===== config.mk =====
export PLATFORM = sky130hd
export DESIGN_NAME = loop_buffer
export DESIGN_NICKNAME = d
export VERILOG_FILES = /design/src/rtl/loop_pkg.sv /design/src/rtl/loop_ram.sv /design/src/rtl/loop_buffer.sv
export SDC_FILE = /design/constraint.sdc
export NUM_CORES = 1
export LEC_CHECK = 0
export ABC_AREA = 1
export CORE_ASPECT_RATIO = 1.75
export CORE_MARGIN = 2
export CORE_UTILIZATION = 64
export DETAILED_ROUTE_END_ITERATION = 10
export GPL_TIMING_DRIVEN = 0
export PLACE_DENSITY = 0.82
export SYNTH_ARGS = -nofsm -noshare
export SYNTH_HDL_FRONTEND = slang
export SYNTH_HIERARCHICAL = 1
export SYNTH_SLANG_ARGS = --single-unit
export TNS_END_PERCENT = 30

===== constraint.sdc =====
create_clock -name clk -period 7 [get_ports clk]
set_input_delay 1.05 -clock clk [delete_from_list [all_inputs] [get_ports clk]]
set_output_delay 1.05 -clock clk [all_outputs]
set_load 0.03 [all_outputs]

===== src/rtl/loop_pkg.sv =====
// Shared definitions for the loop-stream path: buffer states, default depth and
// the opcodes the detection FSM uses to recognise a closing backward branch.
package loop_pkg;

  localparam int LB_DEPTH = 8;

  localparam logic [1:0] S_IDLE    = 2'd0;
  localparam logic [1:0] S_CAPTURE = 2'd1;
  localparam logic [1:0] S_LOADED  = 2'd2;
  localparam logic [1:0] S_REPLAY  = 2'd3;

  localparam logic [6:0] OPC_JAL    = 7'b1101111;
  localparam logic [6:0] OPC_BRANCH = 7'b1100011;

endpackage


===== src/rtl/loop_ram.sv =====
// Simple dual-port entry store: one synchronous write port and one read port
// with a single cycle of registered read latency.
module loop_ram #(
  parameter int DEPTH = 8,
  parameter int WIDTH = 64
) (
  input  logic                     clk,
  input  logic                     we,
  input  logic [$clog2(DEPTH)-1:0] waddr,
  input  logic [WIDTH-1:0]         wdata,
  input  logic [$clog2(DEPTH)-1:0] raddr,
  output logic [WIDTH-1:0]         rdata
);

  logic [WIDTH-1:0] mem [DEPTH];

  // NOTE: storage has no reset; contents are only trusted below loop_len, and
  // leaving it out lets the array map onto RAM cells.
  always_ff @(posedge clk) begin
    if (we) mem[waddr] <= wdata;
    rdata <= mem[raddr];
  end

endmodule


===== src/rtl/loop_buffer.sv =====
// Loop body capture and replay engine between the loop-detection FSM and decode.
// The RAM read register doubles as the output register; the next address is prefetched.
module loop_buffer
  import loop_pkg::*;
#(
  parameter int DEPTH  = LB_DEPTH,
  parameter int DATA_W = 32,
  parameter int PC_W   = 32
) (
  input  logic                       clk,
  input  logic                       reset,
  input  logic                       cap_start,
  input  logic                       cap_valid,
  input  logic [DATA_W-1:0]          cap_instr,
  input  logic [PC_W-1:0]            cap_pc,
  input  logic                       cap_end,
  input  logic                       rep_en,
  input  logic                       flush,
  output logic                       out_valid,
  input  logic                       out_ready,
  output logic [DATA_W-1:0]          out_instr,
  output logic [PC_W-1:0]            out_pc,
  output logic                       out_last,
  output logic [$clog2(DEPTH):0]     loop_len,
  output logic                       overflow,
  output logic                       busy
);

  localparam int PTR_W = $clog2(DEPTH);
  localparam int LEN_W = PTR_W + 1;
  localparam int ENT_W = PC_W + DATA_W;

  logic [1:0]       state;
  logic [PTR_W-1:0] wr_ptr, rd_ptr, rd_nxt, wr_addr, rd_addr;
  logic [ENT_W-1:0] rd_data;
  logic             we, hs, at_end;

  assign hs      = out_valid & out_ready;
  assign at_end  = ({1'b0, rd_ptr} == loop_len - LEN_W'(1));
  assign rd_nxt  = at_end ? '0 : rd_ptr + 1'b1;
  assign wr_addr = cap_start ? '0 : wr_ptr;
  assign we      = (state == S_CAPTURE) && cap_valid && !flush && !reset;

  // Present the following entry on a handshake, otherwise hold the address so a
  // stalled output keeps re-reading the same entry.
  assign rd_addr = (state == S_REPLAY) ? (hs ? rd_nxt : rd_ptr) : '0;

  loop_ram #(.DEPTH(DEPTH), .WIDTH(ENT_W)) u_ram (
    .clk   (clk),
    .we    (we),
    .waddr (wr_addr),
    .wdata ({cap_pc, cap_instr}),
    .raddr (rd_addr),
    .rdata (rd_data)
  );

  assign out_instr = out_valid ? rd_data[DATA_W-1:0] : '0;
  assign out_pc    = out_valid ? rd_data[ENT_W-1:DATA_W] : '0;
  assign out_last  = out_valid & at_end;
  assign busy      = (state == S_CAPTURE) || (state == S_REPLAY);

  // NOTE: all state updates use non-blocking assignments so every register
  // samples the pre-edge values regardless of statement order.
  always_ff @(posedge clk) begin
    if (reset) begin
      state     <= S_IDLE;
      wr_ptr    <= '0;
      rd_ptr    <= '0;
      loop_len  <= '0;
      out_valid <= 1'b0;
      overflow  <= 1'b0;
    end else begin
      overflow <= 1'b0;
      if (flush) begin
        state     <= S_IDLE;
        wr_ptr    <= '0;
        rd_ptr    <= '0;
        loop_len  <= '0;
        out_valid <= 1'b0;
      end else if (cap_start && state != S_REPLAY) begin
        // A restart during replay is ignored: out_valid may only drop on a handshake.
        state    <= S_CAPTURE;
        wr_ptr   <= '0;
        loop_len <= '0;
        if (state == S_CAPTURE && cap_valid) begin
          if (cap_end) begin
            loop_len <= LEN_W'(1);
            state    <= S_LOADED;
          end else begin
            wr_ptr <= PTR_W'(1);
          end
        end
      end else begin
        case (state)
          S_CAPTURE: begin
            if (cap_valid) begin
              if (cap_end) begin
                loop_len <= {1'b0, wr_ptr} + 1'b1;
                state    <= S_LOADED;
              end else if (wr_ptr == PTR_W'(DEPTH - 1)) begin
                overflow <= 1'b1;
                wr_ptr   <= '0;
                state    <= S_IDLE;
              end else begin
                wr_ptr <= wr_ptr + 1'b1;
              end
            end
          end
          S_LOADED: begin
            if (rep_en) begin
              state     <= S_REPLAY;
              rd_ptr    <= '0;
              out_valid <= 1'b1;
            end
          end
          S_REPLAY: begin
            if (hs) begin
              if (rep_en) begin
                rd_ptr <= rd_nxt;
              end else begin
                state     <= S_LOADED;
                rd_ptr    <= '0;
                out_valid <= 1'b0;
              end
            end
          end
          default: state <= S_IDLE;
        endcase
      end
    end
  end

endmodule

==> results_dict.tcl, run 1 <==
set metrics [dict create \
    slew_viol_final 0 \
    p_sw_share_pct 18.6 \
    combPwrFrac_pct 1.7 \
    synth-edff-count 512 \
    portBuffers 143 \
    fmax_mhz 247 \
    fin_skew_ns 0.0174 \
    netlist.top_cell.by_area "edfxtp_1" \
    synth_top_area_share_pct 61.2 \
    core_sq_um 38900 \
    hold_ws_ns 0.511 \
    synth_area_sq_um 25100 \
    cts_root_buf "clkbuf_16" \
    met1Wirelength_um 20800 \
    dr.pass1.iters 6 \
    core.rowCount 96 \
    synthDistinctLibCells 32 \
    ys.flop_type "edfxtp_1" \
    grt_max_degree 28 \
    worst_pin_slew_ns 0.881 \
    antenna_found_initial 2 \
    synth_nets 2647 \
    critical_path.endpoint_type "primary output" \
    final.min_clock_period_ns 4.05 \
    io-pin-count 144 \
    vdd_drop_max_mv 0.227 \
    rsz0062_at_grt "no" \
    drt-initial-drc-count 1723 \
    yosys_warnings 6 \
    final_cells 3315 \
    dr.max_layer_used "met5" \
    ys_seq_area_share_pct 67.4 \
    power.total_mw 6.86 \
    nets 2859 \
    internal_power_mw 5.58 \
    wl_met2_um 33700 \
    worst_slew_margin_rel_pct 41.2 \
    clkLatencyLatePin_ns 0.58 \
    synth_most_common_cell "nand2_1" \
    initial_core_util_pct 64.6 \
    p_per_area_nw_per_um2 233 \
    place_inst 3222 \
    path_clk_slew_ns 0.07 \
    clockPowerShare_pct 42.5 \
    grt_remaining_overflow 0 \
    cp.required_ns 5.95 \
    ys_async_sr_fraction_pct 0 \
    clkSinkCount 590 \
    post_drt_wl_per_cell_um 19.0 \
    die-area_sq_um 40900 \
    vias 18200 \
    outcome "finished clean" \
    setup_violations 0 \
    htreeDepth 2 \
    cts_resized 0 \
    postSynthCellCount 2571 \
    dp_hpwl_um 41100 \
    die_y_um 266 \
    syn_to_final_growth_pct 16.9 \
    first_global_vias 18600 \
    grt_use_total_pct 30.3 \
    wl_met3_um 5040 \
    numCtsBuffers 49 \
    synthTopCellsByCount "933 x nand2_1, 599 x inv_1, 512 x edfxtp_1" \
    power_leakage_nw 13.6 \
    period_share_pct 57.9 \
    switching_power_mw 1.28 \
    routed_wl_um 62900 \
    ys_ff_latch 590 \
    holdCritPathClass "flop to flop" \
    netlist_top_cells_area "edfxtp_1 61%, nand2_1 14%, inv_1 8.9%, dfxtp_1 6.2%, nand3_1 5.3%" \
    path_class "flop to primary output" \
    drc 0 \
    crit_path_max_fanout 10 \
    start_kind "flop" \
    sequentialPowerShare_pct 55.8 \
    postCtsSetupBuffers 0 \
    max-cap-violations 0 \
    gp_routability_congestion 0.838 \
    avgSynthCellArea_sq_um 9.77 \
    nFillCells 2404 \
    post_drt_via_cell_ratio 5.49 \
    cp_data_arrival_time_ns 3.00 \
    hold_viol 0 \
    die_w_um 154 \
    cts_buffer_depth 3 \
    cts_tree "yes" \
    ant_nets 0 \
    grt_first_pass_wirelength_um 95400 \
    drive_above_1_share_pct 7.51 \
    cts_hold_buf 0 \
]
==> metrics by stage <==
step / instance area, sq um / setup TNS [ns] / setup WS, ns / utilization (%)
CTS: 29400 / 0 / 2.91 / 75.5
detailed placement: 27600 / 0 / 2.98 / 71.0
global placement: 27200 / -534.29 / -1.17 / 69.8
finish: 29400 / 0 / 2.95 / 75.5
floorplan: 25100 / 0 / 2.05 / -
global route: 29400 / 0 / 2.82 / 75.5
==> layer usage <==
layer / GRT usage (%) / vias to the layer above
met5: 0 / -
met4: 18.4 / 2
met3: 4.36 / 260
met2: 55.5 / 967
met1: 32.9 / 8648
li1: - / 8328
==> power by group through the flow <==
| stage | Sequential (mW) | Clock, mW | Combinational (mW) |
|---|---|---|---|
| 3_5_place_dp | 3.90 | 0 | 0.115 |
| 5_1_grt | 3.82 | 3.07 | 0.125 |
| 4_1_cts | 3.82 | 2.94 | 0.116 |
| 2_1_floorplan | 3.90 | 0 | 0.0245 |
| 3_3_place_gp | 3.90 | 0 | 0.107 |
| 6_report | 3.82 | 2.92 | 0.116 |
==> sequential cells by signal (all words and copies together) (netlist names) <==
| register | cells |
|---|---|
| state | 2 |
| rd_ptr | 3 |
| wr_ptr | 3 |
| out_valid | 1 |
| u_ram/mem | 512 |
| loop_len | 4 |
| overflow | 1 |
| u_ram/rdata | 64 |
==> path summary, 6_finish.rpt <==
check / slack, ns / from / cells past startpoint / end
hold reg to reg: 0.51 / rd_ptr[0]$_SDFFE_PP0P_ / 2 / rd_ptr[0]$_SDFFE_PP0P_
hold / removal: 0.51 / rd_ptr[0]$_SDFFE_PP0P_ / 2 / rd_ptr[0]$_SDFFE_PP0P_
setup / recovery: 2.95 / out_valid$_SDFFE_PP0P_ / 5 / out_instr[25]
setup reg to reg: 3.84 / loop_len[0]$_SDFFE_PP0P_ / 11 / u_ram/rdata[49]$_DFF_P_
==> layout make-up <==
| cell class | count | area (sq um) | area share [%] |
|---|---|---|---|
| tap | 490 | 613 | 2.09 |
| clock inverter | 27 | 364 | 1.24 |
| inverter | 607 | 2280 | 7.76 |
| sequential | 590 | 16900 | 57.7 |
| clock buffer | 65 | 1370 | 4.66 |
| antenna | 1 | 2.50 | 0.00852 |
| timing repair buffer | 161 | 1830 | 6.23 |
| buffer | 107 | 637 | 2.17 |
| multi-input combinational | 1267 | 5340 | 18.2 |
==> critical path, stage by stage, from the launching register on <==
cell,delay [ns]
dfxtp_1,0.49
buf_2,0.44
buf_1,0.53
nand2_1,0.21
inv_1,0.09
clkdlybuf4s50_1,0.66
==> cell families after synthesis <==
family / Yosys count / synth area share [%]
and+or+nand+nor: 1231 / 20.1
buffers and inverters: 714 / 11.6
DFF: 590 / 67.4
AOI/OAI and AO/OA: 30 / 0.677
adders and majority gates: 4 / 0.199
xor gates and xnor gates: 2 / 0.0697
==> placed cells by master, fill, tap and decap left out, drive strengths merged, types with 2 or more instances in the layout <==
| cell type | netlist | layout |
|---|---|---|
| clkinvlp | 0 | 3 |
| nand2 | 936 | 936 |
| nor3 | 2 | 2 |
| clkinv | 0 | 14 |
| edfxtp | 512 | 512 |
| a21oi | 16 | 16 |
| o22ai | 2 | 2 |
| dfxtp | 78 | 78 |
| clkdlybuf4s50 | 0 | 143 |
| ha | 4 | 4 |
| o21ai | 11 | 11 |
| nor2 | 25 | 25 |
| nand3 | 266 | 266 |
| bufinv | 0 | 9 |
| buf | 95 | 113 |
| clkbuf | 12 | 77 |
| inv | 607 | 608 |
Power figures use the tool's default switching activity.
==> inputs of run 2 (changes only) <==
--- a/config.mk
+++ b/config.mk
@@ -8,10 +8,10 @@
 export ABC_AREA = 1
 export CORE_ASPECT_RATIO = 1.75
 export CORE_MARGIN = 2
-export CORE_UTILIZATION = 64
+export CORE_UTILIZATION = 60
 export DETAILED_ROUTE_END_ITERATION = 10
 export GPL_TIMING_DRIVEN = 0
-export PLACE_DENSITY = 0.82
+export PLACE_DENSITY = 0.77
 export SYNTH_ARGS = -nofsm -noshare
 export SYNTH_HDL_FRONTEND = slang
 export SYNTH_HIERARCHICAL = 1
==> constraint.sdc (replaced) <==
create_clock -name clk -period 4.1 [get_ports clk]
set_input_delay 0.615 -clock clk [delete_from_list [all_inputs] [get_ports clk]]
set_output_delay 0.615 -clock clk [all_outputs]
set_load 0.03 [all_outputs]
==> run 2 against run 1 <==
  * Worst hold slack better by 0.0072 ns
  * Sequential share of layout area is 0.19 points lower
  * Count of clock-buffer cells in the layout is 6 lower
  * Power is 67% higher
  * Die area is 6.5% higher
  * Register-to-register slack worse by 3.0 ns
  * Via count is 2.2% lower
  * Critical path type unchanged
  * Sequential power is 71% higher
  * Combinational power is 70% higher
  * Sequential cell count stayed put
  * Core utilization is 4.5 points lower
  * Critical path depth stayed put
==> results_dict.tcl, run 2 (synthesis results as in run 1) <==
set metrics [dict create \
    outcome "finished clean" \
    cp.required_ns 3.48 \
    path_class "flop to primary output" \
    dp_hpwl_um 40600 \
    drc 0 \
    post_drt_wl_per_cell_um 17.9 \
    die-area_sq_um 43600 \
    cp_data_arrival_time_ns 2.97 \
    nets 2863 \
    setup_violations 0 \
    p_per_area_nw_per_um2 389 \
    clkSinkCount 590 \
    power_leakage_nw 13.6 \
    numCtsBuffers 49 \
    core_sq_um 41500 \
    place_inst 3291 \
    io-pin-count 144 \
    final_common_cell "nand2_1" \
    dr.pass1.iters 5 \
    fin_skew_ns 0.0244 \
    max-cap-violations 0 \
    holdCritPathClass "flop to flop" \
    grt_max_degree 26 \
    multi_input_area_sq_um 5340 \
    final_area_sq_um 29500 \
    portBuffers 143 \
    fmax_mhz 279 \
    cts_buffer_depth 3 \
    nFillCells 2848 \
    clkLatencyLatePin_ns 0.58 \
    critical_path.max_stage_delay_ns 0.67 \
    core.rowCount 99 \
    drt-initial-drc-count 1379 \
    grt_use_total_pct 28.1 \
    timing.final.ws_setup_ns 0.511 \
    regMostFlops "u_ram/mem" \
    routed_wl_um 60700 \
    largest_reg_flops 512 \
    post_drt_via_cell_ratio 5.26 \
    drive_above_1_share_pct 7.71 \
    slew_viol_final 0 \
    period_share_pct 87.5 \
    antenna_found_initial 2 \
    initial_core_util_pct 60.6 \
    start_kind "flop" \
    dp_slack_ns 0.309 \
    layout_common_cells "933 x nand2_1, 599 x inv_1, 512 x edfxtp_1" \
    final.min_clock_period_ns 3.59 \
    gp_routability_congestion 0.823 \
    syn_to_final_growth_pct 17.3 \
    placed_area_sq_um 27800 \
    hold_viol 0 \
    die_w_um 159 \
    crit_family "buffers and inverters" \
    htreeDepth 2 \
    postCtsSetupBuffers 0 \
    worst_slew_margin_rel_pct 41.5 \
    ant_nets 0 \
    vdd_drop_max_mv 0.402 \
    post-route-util_pct 71.0 \
    path_cells "buf_2, buf_1, nand2_1, inv_1, clkdlybuf4s50_1" \
    grt_first_pass_wirelength_um 92600 \
    ff_latch_area_sq_um 16900 \
    reg.largest.list "u_ram/mem (512), u_ram/rdata (64), loop_len (4)" \
    critical_path.n_buffers_inverters 4 \
    cts_hold_buf 0 \
    cts_tree "yes" \
    critical_path.endpoint_type "primary output" \
    final_cells 3384 \
    vias 17800 \
    slowest_stage "clkdlybuf4s50_1" \
    grt_remaining_overflow 0 \
    die_y_um 275 \
    rsz0062_at_grt "no" \
    path_clk_slew_ns 0.07 \
    first_global_vias 18000 \
    worst_pin_slew_ns 0.878 \
    cts_resized 0 \
    cts_root_buf "clkbuf_16" \
    crit_path_max_fanout 10 \
]
run 2: cell type report:
class                   instances  share of cell area [%]
diodes                          1                 0.00849
plain buffers                 107                    2.16
clock buffers                  59                    4.54
clock inverters                33                    1.01
inverters                     607                    7.73
multi-input cells            1267                    18.1
flip-flops and latches        590                    57.5
well taps                     555                    2.36
repair buffers                165                    6.61
run 2: final timing paths:
kind / cells after the start / to / slack, ns / start
max: 5 / out_pc[6] / 0.51 / out_valid$_SDFFE_PP0P_
min: 2 / wr_ptr[2]$_SDFFE_PP0P_ / 0.52 / wr_ptr[2]$_SDFFE_PP0P_
max reg2reg: 13 / u_ram/rdata[59]$_DFF_P_ / 0.83 / loop_len[0]$_SDFFE_PP0P_
min reg2reg: 2 / wr_ptr[2]$_SDFFE_PP0P_ / 0.52 / wr_ptr[2]$_SDFFE_PP0P_
run 2: worst min-delay path: stages (launching register included):
cell,delay [ns]
dfxtp_1,0.33
inv_1,0.08
a21oi_1,0.06
run 2: stage by stage:
| step | hold WS, ns | setup TNS (ns) | power, mW |
|---|---|---|---|
| after floorplan | 0.463 | -208.18 | 6.70 |
| after global placement | 0.491 | -1824.88 | 6.85 |
| after detailed placement | 0.506 | 0 | 6.86 |
| after CTS | 0.517 | 0 | 11.5 |
| after global routing | 0.548 | 0 | 11.7 |
| final | 0.518 | 0 | 11.5 |
run 2: where the power goes:
group          internal (mW)  switching, mW
clock                   2.65           2.08
sequential              6.52        0.00567
combinational         0.0811          0.115
total                   9.25           2.20
run 2: layer usage:
metal	up-vias	routed length (um)	track usage, %
met5	-	26	0
met4	4	2820	14.7
met3	199	4090	3.15
met2	807	32600	51.9
met1	8445	21100	31.5
li1	8344	-	-
==> inputs of run 3 (changes only) <==
--- a/config.mk
+++ b/config.mk
@@ -6,9 +6,10 @@
 export NUM_CORES = 1
 export LEC_CHECK = 0
 export ABC_AREA = 1
-export CORE_ASPECT_RATIO = 1.75
+export CORE_ASPECT_RATIO = 2
 export CORE_MARGIN = 2
 export CORE_UTILIZATION = 60
+export CTS_CLUSTER_DIAMETER = 150
 export DETAILED_ROUTE_END_ITERATION = 10
 export GPL_TIMING_DRIVEN = 0
 export PLACE_DENSITY = 0.77
==> run 3 against run 2 <==
  * Combinational power is essentially flat
  * Power grew 1.5%
  * Maximum frequency grew 0.96%
  * Final cell count shrank 0.47%
  * Cell area shrank 0.15%
  * Sequential cell count is the same
  * Critical path depth is the same
  * Critical path type unchanged
  * Critical endpoint is now out_pc[8]
==> results_dict.tcl, run 3 (synthesis results as in run 1) <==
set metrics [dict create \
    largest_reg_flops 512 \
    cts_buffer_depth 3 \
    dp_hpwl_um 37200 \
    drc 0 \
    clkSinkCount 590 \
    critical_path.n_buffers_inverters 4 \
    setup_violations 0 \
    start_kind "flop" \
    holdCritPathClass "flop to flop" \
    post_drt_wl_per_cell_um 17.1 \
    numCtsBuffers 50 \
    vdd_drop_max_mv 0.378 \
    grt_max_degree 28 \
    grt_first_pass_wirelength_um 88400 \
    p_per_area_nw_per_um2 395 \
    power_leakage_nw 13.6 \
    cp.required_ns 3.48 \
    die_w_um 149 \
    postCtsSetupBuffers 0 \
    vias 17200 \
    worst_slew_margin_rel_pct 38.1 \
    grt_remaining_overflow 0 \
    dr.pass1.iters 7 \
    ant_nets 0 \
    final_common_cell "nand2_1" \
    reg.largest.list "u_ram/mem (512), u_ram/rdata (64), loop_len (4)" \
    drt-initial-drc-count 1453 \
    worst_pin_slew_ns 0.929 \
    reg2reg_depth 11 \
    rsz0062_at_grt "no" \
    critical_path_cell_count 5 \
    crit_family "buffers and inverters" \
    routed_wl_um 57700 \
    initial_core_util_pct 60.5 \
    antenna_found_initial 2 \
    path_cells "buf_2, buf_1, nand2_1, inv_1, clkdlybuf4s50_1" \
    final.min_clock_period_ns 3.56 \
    nFillCells 2916 \
    critical_path.max_stage_delay_ns 0.66 \
    cts_tree "yes" \
    post_drt_via_cell_ratio 5.11 \
    slew_viol_final 0 \
    regMostFlops "u_ram/mem" \
    core.rowCount 106 \
    dp_slack_ns 0.298 \
    core_sq_um 41500 \
    htreeDepth 2 \
    cts_hold_buf 0 \
    crit_path_max_fanout 10 \
    die-area_sq_um 43600 \
    path_clk_slew_ns 0.07 \
    gp_routability_congestion 0.804 \
    layout_common_cells "933 x nand2_1, 599 x inv_1, 512 x edfxtp_1" \
    clkLatencyLatePin_ns 0.59 \
    path_class "flop to primary output" \
    drive_above_1_share_pct 7.68 \
    fin_skew_ns 0.0169 \
    power.total_mw 11.6 \
    portBuffers 143 \
    io-pin-count 144 \
    hold_viol 0 \
    slowest_stage "clkdlybuf4s50_1" \
    grt_use_total_pct 26.5 \
    final_cells 3368 \
    syn_to_final_growth_pct 17.1 \
    whs_path_depth 2 \
    outcome "finished clean" \
    cts_resized 0 \
    first_global_vias 16800 \
    die_y_um 293 \
    place_inst 3273 \
    fmax_mhz 281 \
    timing.final.ws_setup_ns 0.545 \
    critical_path.endpoint_type "primary output" \
    max-cap-violations 0 \
    cts_root_buf "clkbuf_16" \
    nets 2861 \
    hold_ws_ns 0.511 \
    cp_data_arrival_time_ns 2.94 \
    period_share_pct 86.7 \
]
-- run 3: metrics by stage --
stage	utilization (%)	TNS (ns)	instance area (sq um)
final	70.9	0	29400
after global routing	70.9	0	29400
after CTS	70.9	0	29400
after detailed placement	66.7	0	27700
after global placement	65.6	-1768.17	27200
after floorplan	-	-208.18	25100
-- run 3: tightest hold or removal path: stages, from the launching register on --
cell and delay [ns]:
dfxtp_1 0.32, inv_1 0.08, a21oi_1 0.06
-- run 3: final timing paths --
path | startpoint | to | slack [ns]
max | out_valid$_SDFFE_PP0P_ | out_pc[8] | 0.54
min | wr_ptr[2]$_SDFFE_PP0P_ | wr_ptr[2]$_SDFFE_PP0P_ | 0.51
max reg2reg | loop_len[0]$_SDFFE_PP0P_ | u_ram/rdata[51]$_DFF_P_ | 0.99
min reg2reg | wr_ptr[2]$_SDFFE_PP0P_ | wr_ptr[2]$_SDFFE_PP0P_ | 0.51
-- run 3: layout make-up --
class,count,area (sq um),share of cell area [%]
antenna,1,2.50,0.00851
buffer,107,637,2.16
clock buffer,59,1380,4.69
clock inverter,35,334,1.14
inverter,607,2280,7.74
multi-input combinational,1267,5340,18.1
sequential,590,16900,57.6
tap,540,676,2.30
timing repair buffer,162,1840,6.26
-- run 3: report_power, final --
group          internal, mW  total, mW  switching, mW
registers              6.52       6.53        0.00490
logic                0.0810      0.195          0.114
clock network          2.78       4.90           2.12
total                  9.39       11.6           2.24
-- run 3: routing by layer --
layer / vias to the layer above / global-route usage, % / part of all wire, %
met5: - / 0 / 0.028
met4: 2 / 11.4 / 4.0
met3: 147 / 3.09 / 7.2
met2: 700 / 46.9 / 51
met1: 8043 / 32.8 / 38
li1: 8332 / - / -
